[config.mk]
export PLATFORM = sky130hd
export DESIGN_NAME = lfsr_stream_cipher_flat
export DESIGN_NICKNAME = d
export VERILOG_FILES = /design/src/rtl/lfsr_cipher_pkg.sv /design/src/rtl/lfsr_stream_cipher_if.sv /design/src/rtl/lfsr_ptrn_probe.sv /design/src/rtl/lfsr_stream_cipher.sv /design/src/flat_wrapper.sv
export SDC_FILE = /design/constraint.sdc
export NUM_CORES = 1
export LEC_CHECK = 0
export BUFFER_PORTS_ARGS = -buffer_cell sky130_fd_sc_hd__buf_2
export CAP_MARGIN = 20
export CORE_ASPECT_RATIO = 0.75
export CORE_MARGIN = 10
export CORE_UTILIZATION = 52
export CTS_CLUSTER_DIAMETER = 150
export DETAILED_ROUTE_END_ITERATION = 12
export PLACE_DENSITY = 0.82
export SLEW_MARGIN = 20
export SYNTH_ARGS = -nofsm -noshare
export SYNTH_HDL_FRONTEND = slang
export SYNTH_SLANG_ARGS = --single-unit
[constraint.sdc]
create_clock -name i_clk -period 4.85 [get_ports i_clk]
set_input_delay 0.97 -clock i_clk [delete_from_list [all_inputs] [get_ports i_clk]]
set_output_delay 0.97 -clock i_clk [all_outputs]
set_load 0.005 [all_outputs]
[src/rtl/lfsr_cipher_pkg.sv]
// Purpose: shared parameters, tap-pattern table, run configuration payload,
//          FSM state type and LFSR helper functions for the LFSR stream cipher.
// Ports:   none (package).
package lfsr_cipher_pkg;

    localparam int unsigned LW    = 7;            // LFSR / payload width
    localparam int unsigned DW    = LW + 1;       // stream byte width, MSB = parity
    localparam int unsigned LENW  = 6;            // message length width
    localparam int unsigned NPTRN = 9;            // candidate tap patterns
    localparam int unsigned PIW   = 4;            // pattern index width
    localparam int unsigned PROBE = 8;            // preamble bytes used for auto-detect
    localparam int unsigned PRW   = $clog2(PROBE);

    localparam logic [DW-1:0] PAD = 8'h20;

    localparam logic [LW-1:0] PTRN [NPTRN] = '{
        7'h60, 7'h48, 7'h78, 7'h72, 7'h6A, 7'h69, 7'h5C, 7'h7E, 7'h7B
    };

    // Run configuration latched on Start
    typedef struct packed {
        logic            mode;       // 0 = encrypt, 1 = decrypt
        logic            auto_en;    // decrypt only: auto-detect pattern/state
        logic [PIW-1:0]  ptrn_sel;
        logic [LW-1:0]   lfsr_init;
        logic [LENW-1:0] len;
    } cfg_t;

    typedef enum logic [2:0] {
        ST_IDLE,
        ST_PROBE,
        ST_SEARCH,
        ST_REPLAY,
        ST_STREAM,
        ST_DONE
    } state_t;

    function automatic logic [LW-1:0] lfsr_step(input logic [LW-1:0] s,
                                                input logic [LW-1:0] taps);
        return {s[LW-2:0], ^(s & taps)};
    endfunction

    function automatic logic parity(input logic [DW-1:0] b);
        return ^b;
    endfunction

endpackage

[src/rtl/lfsr_stream_cipher_if.sv]
// Purpose: control / byte-stream handshake bundle of the LFSR stream cipher.
// Signals: start, cfg (run config), in_valid/in_data/in_ready (input stream),
//          out_valid/out_data/out_ready (output stream), ack, parity_err,
//          ptrn_miss, ptrn_idx (status).
// Modports: master = DMA/controller side, slave = cipher engine.
interface lfsr_stream_cipher_if;
    import lfsr_cipher_pkg::*;

    logic            start;
    cfg_t            cfg;
    logic            in_valid;
    logic [DW-1:0]   in_data;
    logic            in_ready;
    logic            out_valid;
    logic [DW-1:0]   out_data;
    logic            out_ready;
    logic            ack;
    logic            parity_err;
    logic            ptrn_miss;
    logic [PIW-1:0]  ptrn_idx;

    modport master (
        output start, cfg, in_valid, in_data, out_ready,
        input  in_ready, out_valid, out_data, ack, parity_err, ptrn_miss, ptrn_idx
    );

    modport slave (
        input  start, cfg, in_valid, in_data, out_ready,
        output in_ready, out_valid, out_data, ack, parity_err, ptrn_miss, ptrn_idx
    );

endinterface

[src/rtl/lfsr_ptrn_probe.sv]
// Purpose: preamble buffer plus a single-candidate tap-pattern comparator.
// Ports:   i_clk; i_wr_en/i_wr_idx/i_wr_data write one preamble byte;
//          i_rd_idx/o_rd_data_c read a buffered byte for replay;
//          i_taps candidate pattern; o_s0_c recovered start state;
//          o_match_c candidate explains every buffered state transition.
module lfsr_ptrn_probe
    import lfsr_cipher_pkg::*;
(
    input  logic            i_clk,
    input  logic            i_wr_en,
    input  logic [PRW-1:0]  i_wr_idx,
    input  logic [DW-1:0]   i_wr_data,
    input  logic [PRW-1:0]  i_rd_idx,
    input  logic [LW-1:0]   i_taps,
    output logic [DW-1:0]   o_rd_data_c,
    output logic [LW-1:0]   o_s0_c,
    output logic            o_match_c
);

    logic [DW-1:0] r_buf [PROBE];
    logic [LW-1:0] w_s   [PROBE];

    always_ff @(posedge i_clk) begin
        if (i_wr_en) begin
            r_buf[i_wr_idx] <= i_wr_data;
        end
    end

    // A pad byte encrypts to pad ^ state, so xoring the pad back recovers the state
    always_comb begin
        for (int i = 0; i < int'(PROBE); i++) begin
            w_s[i] = r_buf[i][LW-1:0] ^ PAD[LW-1:0];
        end
    end

    always_comb begin
        o_match_c = 1'b1;
        for (int i = 0; i < int'(PROBE) - 1; i++) begin
            if (w_s[i+1] != lfsr_step(w_s[i], i_taps)) begin
                o_match_c = 1'b0;
            end
        end
    end

    assign o_s0_c      = w_s[0];
    assign o_rd_data_c = r_buf[i_rd_idx];

endmodule

[src/rtl/lfsr_stream_cipher.sv]
// Purpose: byte-serial LFSR encrypt/decrypt engine with parity MSB and
//          preamble-based auto-detection of tap pattern and start state.
// Ports:   i_clk, i_reset (synchronous, active-high);
//          io_bus (slave modport): start/cfg control, in_* and out_* valid/ready
//          byte streams, ack/parity_err/ptrn_miss/ptrn_idx status.
module lfsr_stream_cipher
    import lfsr_cipher_pkg::*;
(
    input  logic                 i_clk,
    input  logic                 i_reset,
    lfsr_stream_cipher_if.slave  io_bus
);

    state_t          r_state, w_state_nxt;
    logic            r_mode;
    logic [LENW-1:0] r_len, r_cnt, r_in_cnt;
    logic [LW-1:0]   r_lfsr;
    logic [PIW-1:0]  r_ptrn_idx, r_k;
    logic [PRW-1:0]  r_rp;
    logic            r_out_valid, r_ack, r_parity_err, r_ptrn_miss;
    logic [DW-1:0]   r_out_data;

    cfg_t            w_cfg;
    logic            w_start, w_auto_go, w_last_k;
    logic [PIW-1:0]  w_sel;
    logic [LW-1:0]   w_init, w_taps, w_cand, w_key, w_plain, w_s0;
    logic            w_out_hs, w_out_free, w_in_ready, w_in_fire, w_load, w_match;
    logic [DW-1:0]   w_src, w_buf_data, w_out_byte;

    assign w_cfg     = io_bus.cfg;
    assign w_start   = io_bus.start & ((r_state == ST_IDLE) | (r_state == ST_DONE));
    assign w_auto_go = w_cfg.mode & w_cfg.auto_en & (w_cfg.len >= LENW'(PROBE));
    assign w_sel     = (w_cfg.ptrn_sel < PIW'(NPTRN)) ? w_cfg.ptrn_sel : '0;
    assign w_init    = (w_cfg.lfsr_init == '0) ? LW'(1) : w_cfg.lfsr_init;
    assign w_last_k  = (r_k == PIW'(NPTRN - 1));

    assign w_taps     = PTRN[r_ptrn_idx];
    assign w_cand     = PTRN[r_k];
    assign w_out_hs   = r_out_valid & io_bus.out_ready;
    assign w_out_free = ~r_out_valid | io_bus.out_ready;
    assign w_in_fire  = w_in_ready & io_bus.in_valid;

    // A byte loaded in the same cycle as an output handshake sees the advanced state
    assign w_key      = w_out_hs ? lfsr_step(r_lfsr, w_taps) : r_lfsr;
    assign w_src      = (r_state == ST_REPLAY) ? w_buf_data : io_bus.in_data;
    assign w_plain    = w_src[LW-1:0] ^ w_key;
    assign w_out_byte = r_mode ? {1'b0, w_plain} : {parity({1'b0, w_plain}), w_plain};

    lfsr_ptrn_probe u_probe (
        .i_clk       (i_clk),
        .i_wr_en     ((r_state == ST_PROBE) & w_in_fire),
        .i_wr_idx    (r_in_cnt[PRW-1:0]),
        .i_wr_data   (io_bus.in_data),
        .i_rd_idx    (r_rp),
        .i_taps      (w_cand),
        .o_rd_data_c (w_buf_data),
        .o_s0_c      (w_s0),
        .o_match_c   (w_match)
    );

    // State register
    always_ff @(posedge i_clk) begin
        if (i_reset) begin
            r_state <= ST_IDLE;
        end else begin
            r_state <= w_state_nxt;
        end
    end

    // Next state, input acceptance and output-register load
    always_comb begin
        w_state_nxt = r_state;
        w_in_ready  = 1'b0;
        w_load      = 1'b0;
        unique case (r_state)
            ST_IDLE, ST_DONE: begin
                if (w_start) begin
                    if (w_cfg.len == '0) begin
                        w_state_nxt = ST_DONE;
                    end else if (w_auto_go) begin
                        w_state_nxt = ST_PROBE;
                    end else begin
                        w_state_nxt = ST_STREAM;
                    end
                end
            end
            ST_PROBE: begin
                w_in_ready = 1'b1;
                if (io_bus.in_valid && (r_in_cnt == LENW'(PROBE - 1))) begin
                    w_state_nxt = ST_SEARCH;
                end
            end
            ST_SEARCH: begin
                if (w_match || w_last_k) begin
                    w_state_nxt = ST_REPLAY;
                end
            end
            ST_REPLAY: begin
                w_load = w_out_free;
                if (w_out_free && (r_rp == PRW'(PROBE - 1))) begin
                    w_state_nxt = ST_STREAM;
                end
            end
            ST_STREAM: begin
                w_in_ready = (r_in_cnt != r_len) & w_out_free;
                w_load     = w_in_ready & io_bus.in_valid;
                if (w_out_hs && ((r_cnt + LENW'(1)) == r_len)) begin
                    w_state_nxt = ST_DONE;
                end
            end
            default: w_state_nxt = ST_IDLE;
        endcase
    end

    // Datapath, counters and status registers
    always_ff @(posedge i_clk) begin
        if (i_reset) begin
            r_mode       <= 1'b0;
            r_len        <= '0;
            r_cnt        <= '0;
            r_in_cnt     <= '0;
            r_lfsr       <= LW'(1);
            r_ptrn_idx   <= '0;
            r_k          <= '0;
            r_rp         <= '0;
            r_out_valid  <= 1'b0;
            r_out_data   <= '0;
            r_ack        <= 1'b0;
            r_parity_err <= 1'b0;
            r_ptrn_miss  <= 1'b0;
        end else begin
            r_ack <= (w_state_nxt == ST_DONE);
            if (w_start) begin
                r_mode       <= w_cfg.mode;
                r_len        <= w_cfg.len;
                r_lfsr       <= w_init;
                r_ptrn_idx   <= w_sel;
                r_ptrn_miss  <= w_cfg.mode & w_cfg.auto_en & (w_cfg.len != '0) & ~w_auto_go;
                r_parity_err <= 1'b0;
                r_cnt        <= '0;
                r_in_cnt     <= '0;
                r_k          <= '0;
                r_rp         <= '0;
            end else begin
                if (w_in_fire) begin
                    r_in_cnt <= r_in_cnt + LENW'(1);
                end
                // Lowest matching candidate wins; otherwise keep the manual setup
                if (r_state == ST_SEARCH) begin
                    if (w_match) begin
                        r_ptrn_idx <= r_k;
                        r_lfsr     <= w_s0;
                    end else if (w_last_k) begin
                        r_ptrn_miss <= 1'b1;
                    end else begin
                        r_k <= r_k + PIW'(1);
                    end
                end
                if (w_out_hs) begin
                    r_cnt  <= r_cnt + LENW'(1);
                    r_lfsr <= lfsr_step(r_lfsr, w_taps);
                end
                if ((r_state == ST_REPLAY) && w_out_free) begin
                    r_rp <= r_rp + PRW'(1);
                end
                if (w_load) begin
                    r_out_data <= w_out_byte;
                    if (r_mode && parity(w_src)) begin
                        r_parity_err <= 1'b1;
                    end
                end
                if (w_load) begin
                    r_out_valid <= 1'b1;
                end else if (w_out_hs) begin
                    r_out_valid <= 1'b0;
                end
            end
        end
    end

    assign io_bus.in_ready   = w_in_ready;
    assign io_bus.out_valid  = r_out_valid;
    assign io_bus.out_data   = r_out_data;
    assign io_bus.ack        = r_ack;
    assign io_bus.parity_err = r_parity_err;
    assign io_bus.ptrn_miss  = r_ptrn_miss;
    assign io_bus.ptrn_idx   = r_ptrn_idx;

endmodule

[src/flat_wrapper.sv]
// flat-port wrapper written by rule: the top's interface ports become plain ports
module lfsr_stream_cipher_flat import lfsr_cipher_pkg::*;
  (i_clk, i_reset, io_bus_start, io_bus_cfg, io_bus_in_valid, io_bus_in_data, io_bus_out_ready, io_bus_in_ready, io_bus_out_valid, io_bus_out_data, io_bus_ack, io_bus_parity_err, io_bus_ptrn_miss, io_bus_ptrn_idx);
  lfsr_stream_cipher_if io_bus_i ();
  input  logic i_clk;
  input  logic i_reset;
  input wire logic [$bits(io_bus_i.start)-1:0] io_bus_start;
  input wire logic [$bits(io_bus_i.cfg)-1:0] io_bus_cfg;
  input wire logic [$bits(io_bus_i.in_valid)-1:0] io_bus_in_valid;
  input wire logic [$bits(io_bus_i.in_data)-1:0] io_bus_in_data;
  input wire logic [$bits(io_bus_i.out_ready)-1:0] io_bus_out_ready;
  output wire logic [$bits(io_bus_i.in_ready)-1:0] io_bus_in_ready;
  output wire logic [$bits(io_bus_i.out_valid)-1:0] io_bus_out_valid;
  output wire logic [$bits(io_bus_i.out_data)-1:0] io_bus_out_data;
  output wire logic [$bits(io_bus_i.ack)-1:0] io_bus_ack;
  output wire logic [$bits(io_bus_i.parity_err)-1:0] io_bus_parity_err;
  output wire logic [$bits(io_bus_i.ptrn_miss)-1:0] io_bus_ptrn_miss;
  output wire logic [$bits(io_bus_i.ptrn_idx)-1:0] io_bus_ptrn_idx;
  assign io_bus_i.start = io_bus_start;
  assign io_bus_i.cfg = io_bus_cfg;
  assign io_bus_i.in_valid = io_bus_in_valid;
  assign io_bus_i.in_data = io_bus_in_data;
  assign io_bus_i.out_ready = io_bus_out_ready;
  assign io_bus_in_ready = io_bus_i.in_ready;
  assign io_bus_out_valid = io_bus_i.out_valid;
  assign io_bus_out_data = io_bus_i.out_data;
  assign io_bus_ack = io_bus_i.ack;
  assign io_bus_parity_err = io_bus_i.parity_err;
  assign io_bus_ptrn_miss = io_bus_i.ptrn_miss;
  assign io_bus_ptrn_idx = io_bus_i.ptrn_idx;
  lfsr_stream_cipher u_core (.i_clk(i_clk), .i_reset(i_reset), .io_bus(io_bus_i));
endmodule
==> flow_metrics.tcl <==
set metrics [dict create \
    outcome "complete, no violations" \
    clk_pin_slew_ns 0.06 \
    die_w_um 154 \
    grt.total_usage_pct 20.9 \
    cp-end-kind "register" \
    maxCapViolCount 0 \
    cts_root_buf "clkbuf_16" \
    drt-initial-drc-count 705 \
    grt_pass1_wl_um 31100 \
    synth-edff-count 64 \
    critical_path.slowest_cell "nor4_4" \
    ant_nets 0 \
    power_frac_comb_pct 10.7 \
    gp_congestion 0.935 \
    startpoint "u_core.r_k[0]" \
    rows 36 \
    r2r-start "u_core.r_k[0]" \
    area_growth_pct 13.2 \
    worstHoldPathType "register to register" \
    synth.distinct_cells 64 \
    yosysMostFrequentCell "nor2_1" \
    cp.arrival_ns 4.20 \
    initial_core_util_pct 53.5 \
    tns_ns 0 \
    core_um2 13100 \
    dieArea_um2 18600 \
    p_seq_share_pct 42.7 \
    synth_area_leaders "edfxtp_1, dfxtp_1, xnor2_1" \
    p_sw_share_pct 25.3 \
    syn_inst 714 \
    cts_tree "done" \
    setup_viol 0 \
    critPathKind "register to register" \
    yosysWarnings 0 \
    cts_setup_buffers 0 \
    fin_nets 793 \
    hpwl_um 13800 \
    dieHeight_um 121 \
    io_pins 49 \
    grt-ovfl-total 0 \
    hp-start "u_core.io_bus.parity_err" \
    required_ns 5.15 \
    power_leakage_nw 2.82 \
    synth_seq_cells 119 \
    vdd_drop_max_v 0.000285 \
    ff_latch_area_um2 3020 \
    cp_cell_sequence "inv_1 -> ha_1 -> nor2b_1 -> or3_1 -> nand2_1 -> xnor3_1 -> xnor2_1 -> or4_4 -> nor4_4 -> buf_4 -> o21ai_0 -> o41ai_1" \
    wl_per_cell_um 20.8 \
    p_per_area_nw_per_um2 333 \
    hold_violations 0 \
    viasPerCell 6.18 \
    synth_async_sr_flop_share_pct 0 \
    critical-path-max-stage-delay_ns 0.68 \
    cts_resized 0 \
    cts_buffers 17 \
    path_max_fanout 13 \
    cts_buffer_depth 2 \
    cp-start-kind "register" \
    final_max_slew_viol_count 0 \
    power.share.clock_pct 46.6 \
    clock_latency_ns 0.42 \
    vias 5772 \
    postCtsHoldBufs 0 \
    fill_cells 1056 \
    fin_hold_ws_ns 0.474 \
    period_needed_ns 3.90 \
    netlist_top_cells_count "nor2_1, nand2_1, edfxtp_1" \
    htree_levels 4 \
    post-place-ws_ns 1.04 \
    placed_cells 902 \
    grt_max_degree 40 \
    antenna_cells 0 \
    synth_top_area_share_pct 27.4 \
    dr.pass1.iters 5 \
    tightest_slew_ns 1.03 \
    multiInputGateArea_um2 3780 \
    antenna_found_initial 0 \
    ys.flop_type "edfxtp_1" \
    power.internal_mw 1.97 \
    numPortBuffers 48 \
    drc 0 \
    fin_ws_ns 0.947 \
    wl_um 19400 \
    synth_top_cell_by_area "edfxtp_1" \
    syn-num-nets 757 \
    rsz0062_at_grt "false" \
    netlist_area_um2 7020 \
    avgSynthCellArea_um2 9.83 \
    instances_no_fill 934 \
    fmax_mhz 256 \
    grt_pass1_vias 5543 \
    finClkSkew_ns 0.0107 \
    cts.sinks 119 \
    drive_gt1_share_pct 16.5 \
    relSlewSlack_pct 31.3 \
    power.switching_mw 0.670 \
    finalCritPeriodShare_pct 80.5 \
    synth.yosys.seq_area_share_pct 43.1 \
]
-- final timing paths --
check / depth (start not counted) / slack, ns / to
max: 12 / 0.95 / u_core.r_lfsr[2]
max reg2reg: 12 / 0.95 / u_core.r_lfsr[2]
min: 2 / 0.47 / u_core.io_bus.parity_err
min reg2reg: 2 / 0.47 / u_core.io_bus.parity_err
-- worst max-delay path, delay by kind of cell, from the launching register on --
family	cells	cell delay (ns)
simple gates	5	1.82
fa+ha+maj	1	0.47
xor+xnor	2	0.46
flops	1	0.43
buf+inv	2	0.39
compound gates	2	0.21
-- power by group through the flow --
| stage | clock network [mW] | logic (mW) | registers [mW] |
|---|---|---|---|
| after global placement | 0 | 0.270 | 1.15 |
| after floorplan | 0 | 0.200 | 1.13 |
| after detailed placement | 0 | 0.275 | 1.15 |
| after CTS | 1.24 | 0.280 | 1.13 |
| after global routing | 1.28 | 0.313 | 1.13 |
| final | 1.23 | 0.284 | 1.13 |
-- cell usage in the layout (no fill, tap or decap), types with 8 or more instances in the layout --
cell type  Yosys  routed
nand2_1       70      70
edfxtp_1      64      64
xnor2_1       56      56
ha_1          11      11
nor2_1        74      74
mux2i_1       15      15
nand4_1        9       9
xor2_1        33      33
or3_1          8       8
clkbuf_16      0      19
buf_2          5      48
o21ai_0       35      35
o22ai_1        9       9
nor3_1        19      18
mux2_2        15      15
buf_4          3       8
mux4_2        12      12
nand3_1       21      21
nand2b_1      11      11
inv_1         14      14
a21oi_1       31      31
dfxtp_1       55      55
-- flip-flops by register name, indices dropped and copies added (netlist names), 3 cells and up, named ones only --
name / count
u_core.r_lfsr: 7
u_core.r_in_cnt: 6
u_core.r_len: 6
u_core.r_state: 3
u_core.io_bus.out_data: 8
u_core.u_probe.r_buf: 64
u_core.io_bus.ptrn_idx: 4
u_core.r_cnt: 6
u_core.r_k: 4
u_core.r_rp: 3
-- cells by family after synthesis --
kind of cell	after synthesis	synth area share, %
buffers and inverters	53	3.19
adder cells (fa/ha/maj)	11	1.96
multiplexers	43	8.59
XOR/XNOR	93	12.4
flip-flops	119	43.1
AND/OR/NAND/NOR	251	17.3
AO/OA/AOI/OAI	144	13.5
-- layout make-up --
cell class	instances	area share, %
well taps	171	2.69
inverters	14	0.661
flip-flops and latches	119	38.0
repair buffers	56	3.78
multi-input cells	542	47.5
clock buffers	22	6.13
clock inverters	10	1.17
-- routing by layer --
layer,track usage [%],share of wire [%],up-vias
met3,5.03,12,38
met5,0,0,-
li1,-,-,2672
met1,29.9,44,2745
met4,7.07,2.2,0
met2,30.3,42,317
-- per-stage QoR --
step / total power [mW] / utilization, % / instance area, µm²
floorplan: 1.33 / - / 7020
global placement: 1.42 / 56.2 / 7360
detailed placement: 1.42 / 56.2 / 7360
CTS: 2.64 / 60.6 / 7940
global route: 2.73 / 60.6 / 7950
finish: 2.64 / 60.6 / 7950
(Power assumes the default switching activity.)
